`src/rtl/weighted_rr_arbiter.sv`:
```
// -----------------------------------------------------------------------------
// weighted_rr_arbiter
//
// Weighted round-robin arbiter for N requesters. A winner keeps the grant for
// up to its weight in consecutive cycles (weight 0 counts as 1). While lock is
// high, the current owner keeps the grant for as long as it keeps requesting.
// On release, the next owner is chosen on the same edge, so there is no bubble
// cycle between grants. The search starts just after the released owner.
//
// Ports:
//   clk         rising-edge clock
//   rst         synchronous active-high reset
//   req         [N-1:0]    request vector, bit i = requester i
//   weights     [N*WW-1:0] burst weight of requester i in [i*WW +: WW]
//   lock        extend the current owner's grant while its req stays high
//   grants      [N-1:0]    registered one-hot grant, zero when idle
//   grant_valid registered, equals |grants
//   grant_id    [IW-1:0]   registered owner index, holds last value when idle
// -----------------------------------------------------------------------------
module weighted_rr_arbiter #(
    parameter int N  = 8,
    parameter int WW = 4,
    parameter int IW = $clog2(N)
) (
    input  logic            clk,
    input  logic            rst,
    input  logic [N-1:0]    req,
    input  logic [N*WW-1:0] weights,
    input  logic            lock,
    output logic [N-1:0]    grants,
    output logic            grant_valid,
    output logic [IW-1:0]   grant_id
);

    typedef enum logic {
        S_IDLE  = 1'b0,
        S_GRANT = 1'b1
    } state_t;

    state_t          r_state;
    state_t          w_state_next;
    logic [IW-1:0]   r_ptr;
    logic [IW-1:0]   w_ptr_next;
    logic [WW-1:0]   r_credit;
    logic [WW-1:0]   w_credit_next;
    logic [N-1:0]    r_grants;
    logic [N-1:0]    w_grants_next;
    logic            r_valid;
    logic            w_valid_next;
    logic [IW-1:0]   r_grant_id;
    logic [IW-1:0]   w_grant_id_next;

    // Effective weights: a programmed weight of 0 still buys one cycle.
    logic [WW-1:0]   w_weight_eff [N];

    // Rotated request view: slot k holds req[(start + k) mod N].
    logic [IW-1:0]   w_rot_idx [N];
    logic [N-1:0]    w_rot_req;

    logic [IW-1:0]   w_owner_succ;
    logic [IW-1:0]   w_search_start;
    logic            w_owner_req;
    logic            w_hold;
    logic            w_found;
    logic [IW-1:0]   w_winner;

    genvar gi;

    generate
        for (gi = 0; gi < N; gi++) begin : g_weight
            logic [WW-1:0] w_field;
            assign w_field          = weights[gi*WW +: WW];
            assign w_weight_eff[gi] = (w_field == '0) ? WW'(1) : w_field;
        end
    endgenerate

    // Successor of the current owner, wrapping N-1 -> 0 for any N.
    assign w_owner_succ = (r_grant_id == IW'(N - 1)) ? '0 : r_grant_id + IW'(1);

    // In GRANT the search only matters on release, and then it starts just
    // after the owner, which is also the pointer value being written.
    assign w_search_start = (r_state == S_GRANT) ? w_owner_succ : r_ptr;

    generate
        for (gi = 0; gi < N; gi++) begin : g_rotate
            logic [IW:0] w_sum;
            assign w_sum          = {1'b0, w_search_start} + (IW+1)'(gi);
            assign w_rot_idx[gi]  = (w_sum >= (IW+1)'(N)) ? IW'(w_sum - (IW+1)'(N))
                                                          : w_sum[IW-1:0];
            assign w_rot_req[gi]  = req[w_rot_idx[gi]];
        end
    endgenerate

    // Lowest rotated slot wins. The released owner sits in the last slot,
    // which gives it the lowest priority in its own release search.
    always_comb begin
        w_found  = |w_rot_req;
        w_winner = '0;
        for (int k = N - 1; k >= 0; k--) begin
            if (w_rot_req[k]) begin
                w_winner = w_rot_idx[k];
            end
        end
    end

    assign w_owner_req = req[r_grant_id];
    assign w_hold      = w_owner_req && ((r_credit > WW'(1)) || lock);

    // State register
    always_ff @(posedge clk) begin
        if (rst) begin
            r_state    <= S_IDLE;
            r_ptr      <= '0;
            r_credit   <= '0;
            r_grants   <= '0;
            r_valid    <= 1'b0;
            r_grant_id <= '0;
        end else begin
            r_state    <= w_state_next;
            r_ptr      <= w_ptr_next;
            r_credit   <= w_credit_next;
            r_grants   <= w_grants_next;
            r_valid    <= w_valid_next;
            r_grant_id <= w_grant_id_next;
        end
    end

    // Next-state logic
    always_comb begin
        w_state_next = r_state;
        case (r_state)
            S_IDLE: begin
                if (w_found) begin
                    w_state_next = S_GRANT;
                end
            end
            S_GRANT: begin
                if (!w_hold && !w_found) begin
                    w_state_next = S_IDLE;
                end
            end
            default: w_state_next = S_IDLE;
        endcase
    end

    // Output / datapath logic (feeds the registered outputs)
    always_comb begin
        w_ptr_next      = r_ptr;
        w_credit_next   = r_credit;
        w_grants_next   = r_grants;
        w_valid_next    = r_valid;
        w_grant_id_next = r_grant_id;

        case (r_state)
            S_IDLE: begin
                if (w_found) begin
                    w_grants_next   = {{(N-1){1'b0}}, 1'b1} << w_winner;
                    w_valid_next    = 1'b1;
                    w_grant_id_next = w_winner;
                    w_credit_next   = w_weight_eff[w_winner];
                end else begin
                    w_grants_next = '0;
                    w_valid_next  = 1'b0;
                end
            end
            S_GRANT: begin
                if (w_hold) begin
                    // Lock freezes the credit; otherwise credit > 1 here.
                    if (!lock) begin
                        w_credit_next = r_credit - WW'(1);
                    end
                end else begin
                    w_ptr_next = w_owner_succ;
                    if (w_found) begin
                        w_grants_next   = {{(N-1){1'b0}}, 1'b1} << w_winner;
                        w_valid_next    = 1'b1;
                        w_grant_id_next = w_winner;
                        w_credit_next   = w_weight_eff[w_winner];
                    end else begin
                        w_grants_next = '0;
                        w_valid_next  = 1'b0;
                        w_credit_next = '0;
                    end
                end
            end
            default: begin
                w_grants_next = '0;
                w_valid_next  = 1'b0;
            end
        endcase
    end

    assign grants      = r_grants;
    assign grant_valid = r_valid;
    assign grant_id    = r_grant_id;

endmodule

```
`config.mk`:
```
export PLATFORM = sky130hd
export DESIGN_NAME = weighted_rr_arbiter
export DESIGN_NICKNAME = d
export VERILOG_FILES = /design/src/rtl/weighted_rr_arbiter.sv
export SDC_FILE = /design/constraint.sdc
export NUM_CORES = 1
export LEC_CHECK = 0
export BUFFER_PORTS_ARGS = -buffer_cell sky130_fd_sc_hd__buf_2
export CELL_PAD_IN_SITES_DETAIL_PLACEMENT = 1
export CELL_PAD_IN_SITES_GLOBAL_PLACEMENT = 1
export CORE_ASPECT_RATIO = 1.5
export CORE_UTILIZATION = 36
export DETAILED_ROUTE_END_ITERATION = 8
export PLACE_DENSITY = 0.73
export SYNTH_ARGS = -nofsm -noshare
export SYNTH_HDL_FRONTEND = slang
export SYNTH_SLANG_ARGS = --single-unit
```
`constraint.sdc`:
```
create_clock -name clk -period 4 [get_ports clk]
set_clock_uncertainty 0.1 [all_clocks]
set_input_delay 0.8 -clock clk [delete_from_list [all_inputs] [get_ports clk]]
set_output_delay 0.8 -clock clk [all_outputs]
set_load 0.05 [all_outputs]
```
[Word-level counts from Yosys, hierarchy flattened]
Cells that the tools add are included.
Storage, ports and cells
  flip-flop bits (word level): 20
  bits in latches: 0
  bits in writable memories: 0
  ROM bits: 0
  output and inout port bits: 12
  memories: 0
Cells by class
  add/subtract/negate cells: 17
  multiply operators: 0
  div/mod/pow operators: 0
  $lt $le $gt $ge: 19
  equality and inequality tests: 4
  shift operators: 1
  mux-type cells: 63
  bitwise gates (word level): 3
  reduce and logical (&&, ||, !) cells: 16
Operators by type and width (number)
  3-bit two-way mux: 20
  4-bit two-way mux: 14
  3-bit by 4-bit less-than comparator with 1-bit output, second input constant: 9
  4-bit >= comparator, second input constant: 8
  4-bit logical NOT: 8
  1-bit binary-select mux with 3-bit select: 9
  3-bit by 1-bit subtractor with 3-bit output, second input constant: 8
  3-bit by 3-bit adder with 4-bit output, second input constant: 4
  8-bit two-way mux: 2
  8-bit one-hot mux with 2 select lines: 1
  4-bit binary-select mux with 3-bit select: 1
  1-bit two-way mux: 12
  3-bit by 2-bit adder with 4-bit output, second input constant: 2
  4-bit one-hot mux with 2 select lines: 1
  8-bit OR reduction: 1
  1-bit by 3-bit << shifter with 8-bit output, first input constant: 1
  3-bit one-hot mux with 2 select lines: 1
  3-bit by 1-bit adder with 4-bit output, second input constant: 1
  3-bit by 4-bit >= comparator with 1-bit output, second input constant: 1
  4-bit by 1-bit greater-than comparator with 1-bit output, second input constant: 1
  2-bit inequality test, second input constant: 2
  3-bit NOT with 4-bit output: 1
  1-bit one-hot mux with 2 select lines: 2
  2-bit AND reduction: 2
  other kinds (8): 11

[Logic depth before layout (Yosys ltp)]
Gate-level depths: netlist (run 1).
  word-level depth: 23
  gate-level depth with buffers: 16
  depth with buffers taken out: 15

[Least setup slack after synthesis (run 1)]
Ideal clock, no wire load.
  path kind: register to register
  start point: register r_grant_id[1] (netlist: grant_id[1])
  end point: register r_credit[3]
  library setup time: 0.088 ns
  arrival time: 4.317 ns
  path slack: -0.505 ns
  cell stages (with the launch flop): 14
  path buffers: 1
  period minus slack after synthesis: 4.505 ns
  path through: dfxtp_1 > ha_1 > mux2i_1 > inv_1 > clkbuf_1 > ha_1 > xnor2_1 > mux4_2 > nor4b_4 > o21ai_1 > or2_1 > or3_4 > o22a_1 > a311oi_2
Between the ends
  cells in the longest elaborated chain, start to end: 23
  elaborated cells on any way between the ends: 74
  those cells by class: add/sub (16); order compare (8); eq/ne (3); mux (43); bitwise (1); reduce/logical (3)
Ends and longest elaborated chain
  from (decl): line 50  | logic [IW-1:0] r_grant_id;
  from (signal assigned): line 124  | r_grant_id <= w_grant_id_next;
  3-bit by 1-bit adder with 3-bit output / 3-bit equality test (equally long branches): line 78  | assign w_owner_succ = (r_grant_id == IW'(N - 1)) ? '0 : r_grant_id + IW'(1);
  3-bit two-way mux *: line 78
  via w_owner_succ[1]: line 60  | logic [IW-1:0] w_owner_succ;
  3-bit two-way mux *: line 82  | assign w_search_start = (r_state == S_GRANT) ? w_owner_succ : r_ptr;
  3-bit by 3-bit adder with 4-bit output: line 87  | assign w_sum = {1'b0, w_search_start} + (IW+1)'(gi);
  4-bit >= comparator / 3-bit by 1-bit subtractor with 3-bit output (equally long branches): line 88  | assign w_rot_idx[gi] = (w_sum >= (IW+1)'(N)) ? IW'(w_sum - (IW+1)'(N))
  3-bit two-way mux: line 88
  1-bit binary-select mux with 3-bit select: line 90  | assign w_rot_req[gi] = req[w_rot_idx[gi]];
  1-bit two-way mux (not written as such): line 90
  3-bit two-way mux (8 in series): line 100  | if (w_rot_req[k]) begin
  3-bit NOT with 4-bit output (not written as such): line 160, 178
  4-bit binary-select mux with 3-bit select: line 160, 178
  4-bit two-way mux (not written as such) (2 in series): line 160, 178
  4-bit two-way mux: line 174  | if (w_found) begin
  4-bit two-way mux: line 167  | if (w_hold) begin
  4-bit one-hot mux with 2 select lines: line 154  | case (r_state)
  to (signal assigned): line 121  | r_credit <= w_credit_next;
  to (decl): line 44  | logic [WW-1:0] r_credit;
Mark *: on every way through the listed nets, which the timed path passes. The rest lies on a longest branch. The select of a mux whose other input is x is not followed.
A chain may end at the register's enable or synchronous reset.

[Worst setup path in the final report (run 1)]
  start point: register r_grant_id[0] (netlist: grant_id[0])
  end point: register r_credit[2]
Same word-level chain as after synthesis.

==> results of run 1 <==
## report_power, final
group | internal [W] | total (W) | switching, W | leakage, nW
sequential | 0.000272 | 0.000314 | 0.0000421 | 0.166
combinational | 0.00133 | 0.00303 | 0.00170 | 1.25
clock | 0.000134 | 0.000206 | 0.0000719 | 0.0357
total | 0.00174 | 0.00355 | 0.00181 | 1.45
## worst min-delay path by stage
stage	slack (ns)	depth (start not counted)	startpoint	endpoint
final	0.36	2	grants[4]	grants[4]
after global routing	0.39	2	grants[6]	grants[6]
after CTS	0.36	2	grants[4]	grants[4]
after detailed placement	0.35	2	grants[0]	grants[0]
after global placement	0.34	2	grants[5]	grants[5]
after floorplan	0.38	2	r_ptr[2]	r_ptr[2]
## cell families (layout without fill, tap and decap cells)
group | Yosys count | after routing | share of synthesized area
XOR/XNOR | 6 | 6 | 0.02061
AO/OA/AOI/OAI | 104 | 104 | 0.2817
flip-flops | 20 | 20 | 0.1570
AND/OR/NAND/NOR | 137 | 137 | 0.2885
adder cells (fa/ha/maj) | 6 | 6 | 0.02944
multiplexers | 37 | 37 | 0.1786
buffers and inverters | 22 | 108 | 0.04416
## cell usage after synthesis, types with 4 or more instances
master / count / area (µm²)
o21ai_0: 14 / 70.07
dfxtp_1: 20 / 400.4
a21oi_1: 26 / 130.1
a22oi_1: 4 / 30.03
nor2_1: 28 / 105.1
mux4_2: 6 / 135.1
a211oi_1: 8 / 60.06
nor4_1: 6 / 37.54
nand3_1: 19 / 95.09
a31oi_1: 6 / 37.54
mux2_2: 4 / 45.04
and2_1: 5 / 31.28
nand2_1: 28 / 105.1
nand2b_1: 5 / 31.28
buf_2: 4 / 20.02
a21o_1: 4 / 30.03
clkbuf_1: 8 / 30.03
nand4_1: 8 / 50.05
o21ai_1: 4 / 20.02
o22ai_1: 5 / 31.28
xnor2_1: 4 / 35.03
mux2i_1: 26 / 260.3
inv_1: 5 / 18.77
nor3_1: 18 / 90.09
ha_1: 6 / 75.07
o221ai_1: 4 / 35.03
## layer usage
layer / track usage / share of wire / up-vias / routed length (µm)
met5: 0 / 0 / - / 0
met4: 0.1157 / 0.037 / 0 / 366
met3: 0.01446 / 0.020 / 23 / 198
met2: 0.5213 / 0.56 / 69 / 5538
met1: 0.2937 / 0.38 / 1505 / 3756
li1: - / - / 1466 / -
## per-stage QoR
stage          total power [W]  hold slack, ns  utilization  setup slack, ns
2_1_floorplan         0.002266          0.3820            -         0.002392
3_3_place_gp          0.003071          0.3412       0.4582           0.1063
3_5_place_dp          0.003121          0.3493       0.4582         -0.04641
4_1_cts               0.003361          0.3610       0.4701          0.04362
5_1_grt               0.003798          0.3930       0.4870         -0.07759
6_report              0.003549          0.3578       0.4870          0.09733
## final cells by class
cell class / count / area share
multi-input cells: 290 / 0.6359
inverters: 6 / 0.007499
flip-flops and latches: 20 / 0.1222
clock inverters: 1 / 0.008999
well taps: 78 / 0.02925
repair buffers: 98 / 0.1837
clock buffers: 3 / 0.01237
## sequential cells by signal, summed over array words and instances, names as in the netlist
register and cells:
grant_id 3, grant_valid 1, grants 8, r_credit 4, r_ptr 3, r_state 1
## cells in the final DEF, fill, tap and decap left out, types with 8 or more instances in the layout
master    n
a21oi_1  26
buf_4    43
nor3_1   17
nor2_1   28
nand2_1  28
buf_2    54
dfxtp_1  18
o21ai_0  12
nand3_1  18
nand4_1   8
mux2i_1  23
## worst reg2reg max path, cell delays in order, from the launching register on
cell	delay [ns]
dfxtp_4	0.35
ha_1	0.19
ha_1	0.33
mux2i_2	0.34
mux2i_1	0.34
mux2i_1	0.22
mux2_4	0.34
o31a_1	0.27
o211a_1	0.24
a211oi_4	0.27
buf_12	0.19
mux2i_2	0.25
o221ai_1	0.17
a22o_1	0.22
## what timing repair did
item / CTS / global route
hold buffers: 0 / 0
setup buffers: 0 / 7
resized for setup: 2 / 15
pin swaps: 0 / 4
endpoints found under the setup margin: 3 / 7
hold endpoints to repair: 0 / 0
==> impl_metrics.tcl, run 1 <==
set metrics [dict create \
    period_share 0.9757 \
    io-pin-count 55 \
    worstPathCellList "ha_1 > ha_1 > mux2i_2 > mux2i_1 > mux2i_1 > mux2_4 > o31a_1 > o211a_1 > a211oi_4 > buf_12 > mux2i_2 > o221ai_1 > a22o_1" \
    syn_area_per_cell_um2 7.681 \
    cts_tree "yes" \
    fillers 888 \
    ys_seq_elements 20 \
    crit_buf_inv 1 \
    vdd_ir_drop_max_v 0.0004004 \
    start_util 0.3722 \
    synth_edf_count 0 \
    power_density_nw_per_um2 1063 \
    antennaDiodeCount 0 \
    numPortBuffers 54 \
    max_freq_mhz 256.2 \
    arrival_ns 3.96 \
    htreeDepth 1 \
    remaining_drc_errors 10 \
    clk_pin_slew_ns 0.08 \
    drt-initial-drc-count 70 \
    wl_per_cell_um 19.88 \
    clock_sinks 20 \
    final_cells 496 \
    netlist_instances 332 \
    r2r_slack_ns 0.1 \
    grt_max_degree 21 \
    std_cell_rows 37 \
    endpoint "r_credit[2]" \
    cp_max_fo 15 \
    grt_overflow_total 0 \
    setup_tns_ns 0 \
    timing.rr.end "r_credit[2]" \
    hp-class "reg -> reg" \
    dp.cells 485 \
    area_delta_synth_final_pct 30.86 \
    finalCriticalPeriod_ns 3.903 \
    stdcell_area_um2 3337 \
    ant_nets 0 \
    r2r_start "grant_id[0]" \
    slew-limit-headroom 0.5241 \
    clk_latency_ns 0.26 \
    path_depth 13 \
    vias 3063 \
    end_kind "flop" \
    grt_pass1_wl_mm 15.77 \
    core_um2 6852 \
    critical_path.max_stage_delay_ns 0.35 \
    wl_mm 9.860 \
    clockRootBuffer "clkbuf_8" \
    nets 468 \
    violations "design-rule violations" \
    grt_pass1_vias 3131 \
    hold_viol 0 \
    cts_made_buffers 3 \
    clockBufferDepth 2 \
    status "complete, but fails checks" \
    yosysWarnings 0 \
    worst_ep_required_time_ns 4.06 \
    dr.pass1.iters 6 \
    synth_ff_type "dfxtp_1" \
    grt_use_total 0.2693 \
    drive_gt1_frac 0.3397 \
    finalSetupViolCount 0 \
    synth_nets 381 \
    die_h_um 105.1 \
    die_area_um2 7430 \
    seqCellArea_um2 407.9 \
    async_flop_share 0 \
    tightestPinTransition_ns 0.7064 \
    antenna_found_initial 0 \
    yosysSeqAreaShare 0.1570 \
    vias_per_cell 6.175 \
    p_leak_nw 1.453 \
    die_w_um 70.72 \
    yosysUniqueCellTypes 62 \
    multiInputGateArea_um2 2122 \
    drv_slew 0 \
    r2r_cells 13 \
    routabilityCongestion 0.8980 \
    criticalPathCategory "reg -> reg" \
    place_area_um2 3139 \
    netlist_area_um2 2550 \
    cap_violations 0 \
    startpoint_type "flop" \
    dp_hpwl_mm 7.938 \
    cpMaxStageDelayCell "dfxtp_4" \
    crit_start "grant_id[0]" \
    critPathTopFamily "multiplexers" \
]
Power figures use the tool's default switching activity.
==> inputs of run 2 (changes only) <==
==> constraint.sdc (replaced) <==
create_clock -name clk -period 4 [get_ports clk]
set_clock_uncertainty 0.1 [all_clocks]
set_input_delay 0.2 -clock clk [delete_from_list [all_inputs] [get_ports clk]]
set_output_delay 0.2 -clock clk [all_outputs]
set_load 0.05 [all_outputs]
==> run 2 against run 1 <==
The flow still finishes with violations (design-rule violations). Die area stayed put. Flip-flop and latch count unchanged. Fmax fell by 0.53%. Sequential power rose by 1%. Critical path depth stayed put. Critical endpoint is now r_credit[3]. Highest routed layer unchanged.
==> impl_metrics.tcl, run 2 (same netlist as run 1, synthesis figures left out) <==
set metrics [dict create \
    routabilityCongestion 0.9654 \
    rsz0062_at_grt "true" \
    grt_pass1_vias 3270 \
    worst_hold_startpoint "rst" \
    vias 3037 \
    drive_gt1_frac 0.3325 \
    r2r_cells 13 \
    worst_ep_required_time_ns 4.07 \
    slew-limit-headroom 0.5542 \
    cpMaxStageDelayCell "mux4_2" \
    core_um2 6852 \
    criticalPathCategory "reg -> reg" \
    r2r_start "grant_id[0]" \
    crit_buf_inv 1 \
    remaining_drc_errors 10 \
    critical_path.max_stage_delay_ns 0.55 \
    holdBufCountCts 0 \
    die_area_um2 7430 \
    numPortBuffers 54 \
    p_leak_nw 1.429 \
    cap_violations 0 \
    vdd_ir_drop_max_v 0.0004162 \
    io-pin-count 55 \
    timing.rr.end "r_credit[3]" \
    worstPathCellList "ha_1 > ha_1 > or3b_4 > buf_4 > nand3_2 > nand2_1 > mux4_2 > nor4b_4 > o21ai_2 > or2_4 > or3_4 > o22a_1 > a311oi_2" \
    mostFrequentLayoutCells "buf_2, buf_4, nor2_1, nand2_1, a21oi_1" \
    drv_slew 0 \
    dp.cells 484 \
    r2r_slack_ns 0.08 \
    max_freq_mhz 254.9 \
    startpoint_type "flop" \
    stdcell_area_um2 3326 \
    clk_latency_ns 0.26 \
    grt_max_degree 21 \
    period_share 0.9808 \
    grt_overflow_total 0 \
    clockRootBuffer "clkbuf_8" \
    end_kind "flop" \
    mostFrequentLayoutCell "buf_2" \
    hp-class "in -> reg" \
    hold_depth 2 \
    std_cell_rows 37 \
    setup_tns_ns 0 \
    drt-initial-drc-count 119 \
    grt_pass1_wl_mm 15.68 \
    total_power_w 0.003539 \
    vias_per_cell 6.198 \
    place_area_um2 3132 \
    start_util 0.3722 \
    clockBufferDepth 2 \
    die_w_um 70.72 \
    wl_per_cell_um 20.17 \
    ant_nets 0 \
    finalCriticalPeriod_ns 3.923 \
    area_delta_synth_final_pct 30.42 \
    cts_made_buffers 3 \
    path_common_cell "ha_1" \
    min_to "r_ptr[0]" \
    violations "design-rule violations" \
    htreeDepth 1 \
    critPathTopFamily "simple AND/OR/NAND/NOR gates" \
    status "complete, but fails checks" \
    cts_tree "yes" \
    tightestPinTransition_ns 0.6616 \
    die_h_um 105.1 \
    dr.pass1.iters 6 \
    antenna_found_initial 0 \
    wl_mm 9.882 \
    clock_sinks 20 \
    clk_pin_slew_ns 0.08 \
    antennaDiodeCount 0 \
    power_density_nw_per_um2 1064 \
    nets 462 \
    arrival_ns 4.00 \
    fin_util 0.4854 \
    largest_register_ffs 8 \
    final_cells 490 \
    path_depth 13 \
    grt_use_total 0.2644 \
    finalSetupViolCount 0 \
    hold_viol 0 \
    dp_hpwl_mm 7.948 \
    cp_max_fo 11 \
]
==> run 2: area by class of cell <==
type,count,area (µm²)
fill,875,3526
inverter,6,25.02
clock inverter,1,30.03
timing repair buffer,92,568.0
multi-input combinational,290,2156
clock buffer,3,41.29
tap,78,97.59
sequential,20,407.9
==> run 2: how the worst max path moves through the flow <==
stage / to / slack, ns / start
3_5_place_dp: r_credit[3] / -0.01 / grant_id[0]
2_1_floorplan: r_credit[3] / 0.002 / grant_id[1]
5_1_grt: r_credit[3] / -0.02 / grant_id[0]
6_report: r_credit[3] / 0.08 / grant_id[0]
4_1_cts: r_credit[3] / 0.005 / grant_id[0]
3_3_place_gp: r_credit[3] / 0.09 / grant_id[0]
==> run 2: routing by layer <==
metal | share of wire | vias up | track usage
li1 | - | 1451 | -
met1 | 0.36 | 1475 | 0.2678
met2 | 0.57 | 84 | 0.5247
met3 | 0.026 | 27 | 0.02122
met4 | 0.043 | 0 | 0.1257
met5 | 0 | - | 0
==> run 2: worst register-to-register path: stages (launching register included) <==
cell and delay (ns):
dfxtp_4 0.34, ha_1 0.19, ha_1 0.20, or3b_4 0.42, buf_4 0.20, nand3_2 0.14
nand2_1 0.14, mux4_2 0.55, nor4b_4 0.33, o21ai_2 0.09, or2_4 0.27, or3_4 0.42
o22a_1 0.21, a311oi_2 0.24
==> run 2: what timing repair did <==
| action | 4_1_cts | 5_1_grt |
|---|---|---|
| buffers inserted | 0 | 2 |
| endpoints found under the setup margin | 1 | 7 |
| resized for setup | 2 | 18 |
| pin swaps | 0 | 1 |
==> run 2: metrics by stage <==
stage                     setup slack (ns)  hold slack (ns)
after global routing              -0.01866           0.2304
after CTS                         0.005468           0.2308
after floorplan                   0.002392           0.3605
after global placement             0.09168           0.3413
final                              0.07665           0.2340
after detailed placement         -0.009702           0.3473
==> run 2: power breakdown <==
group | total [W] | switching [W] | leakage (nW) | internal (W)
Clock | 0.000205 | 0.0000710 | 0.0357 | 0.000134
Combinational | 0.00302 | 0.00170 | 1.23 | 0.00131
Sequential | 0.000318 | 0.0000466 | 0.166 | 0.000272
Total | 0.00354 | 0.00182 | 1.43 | 0.00172
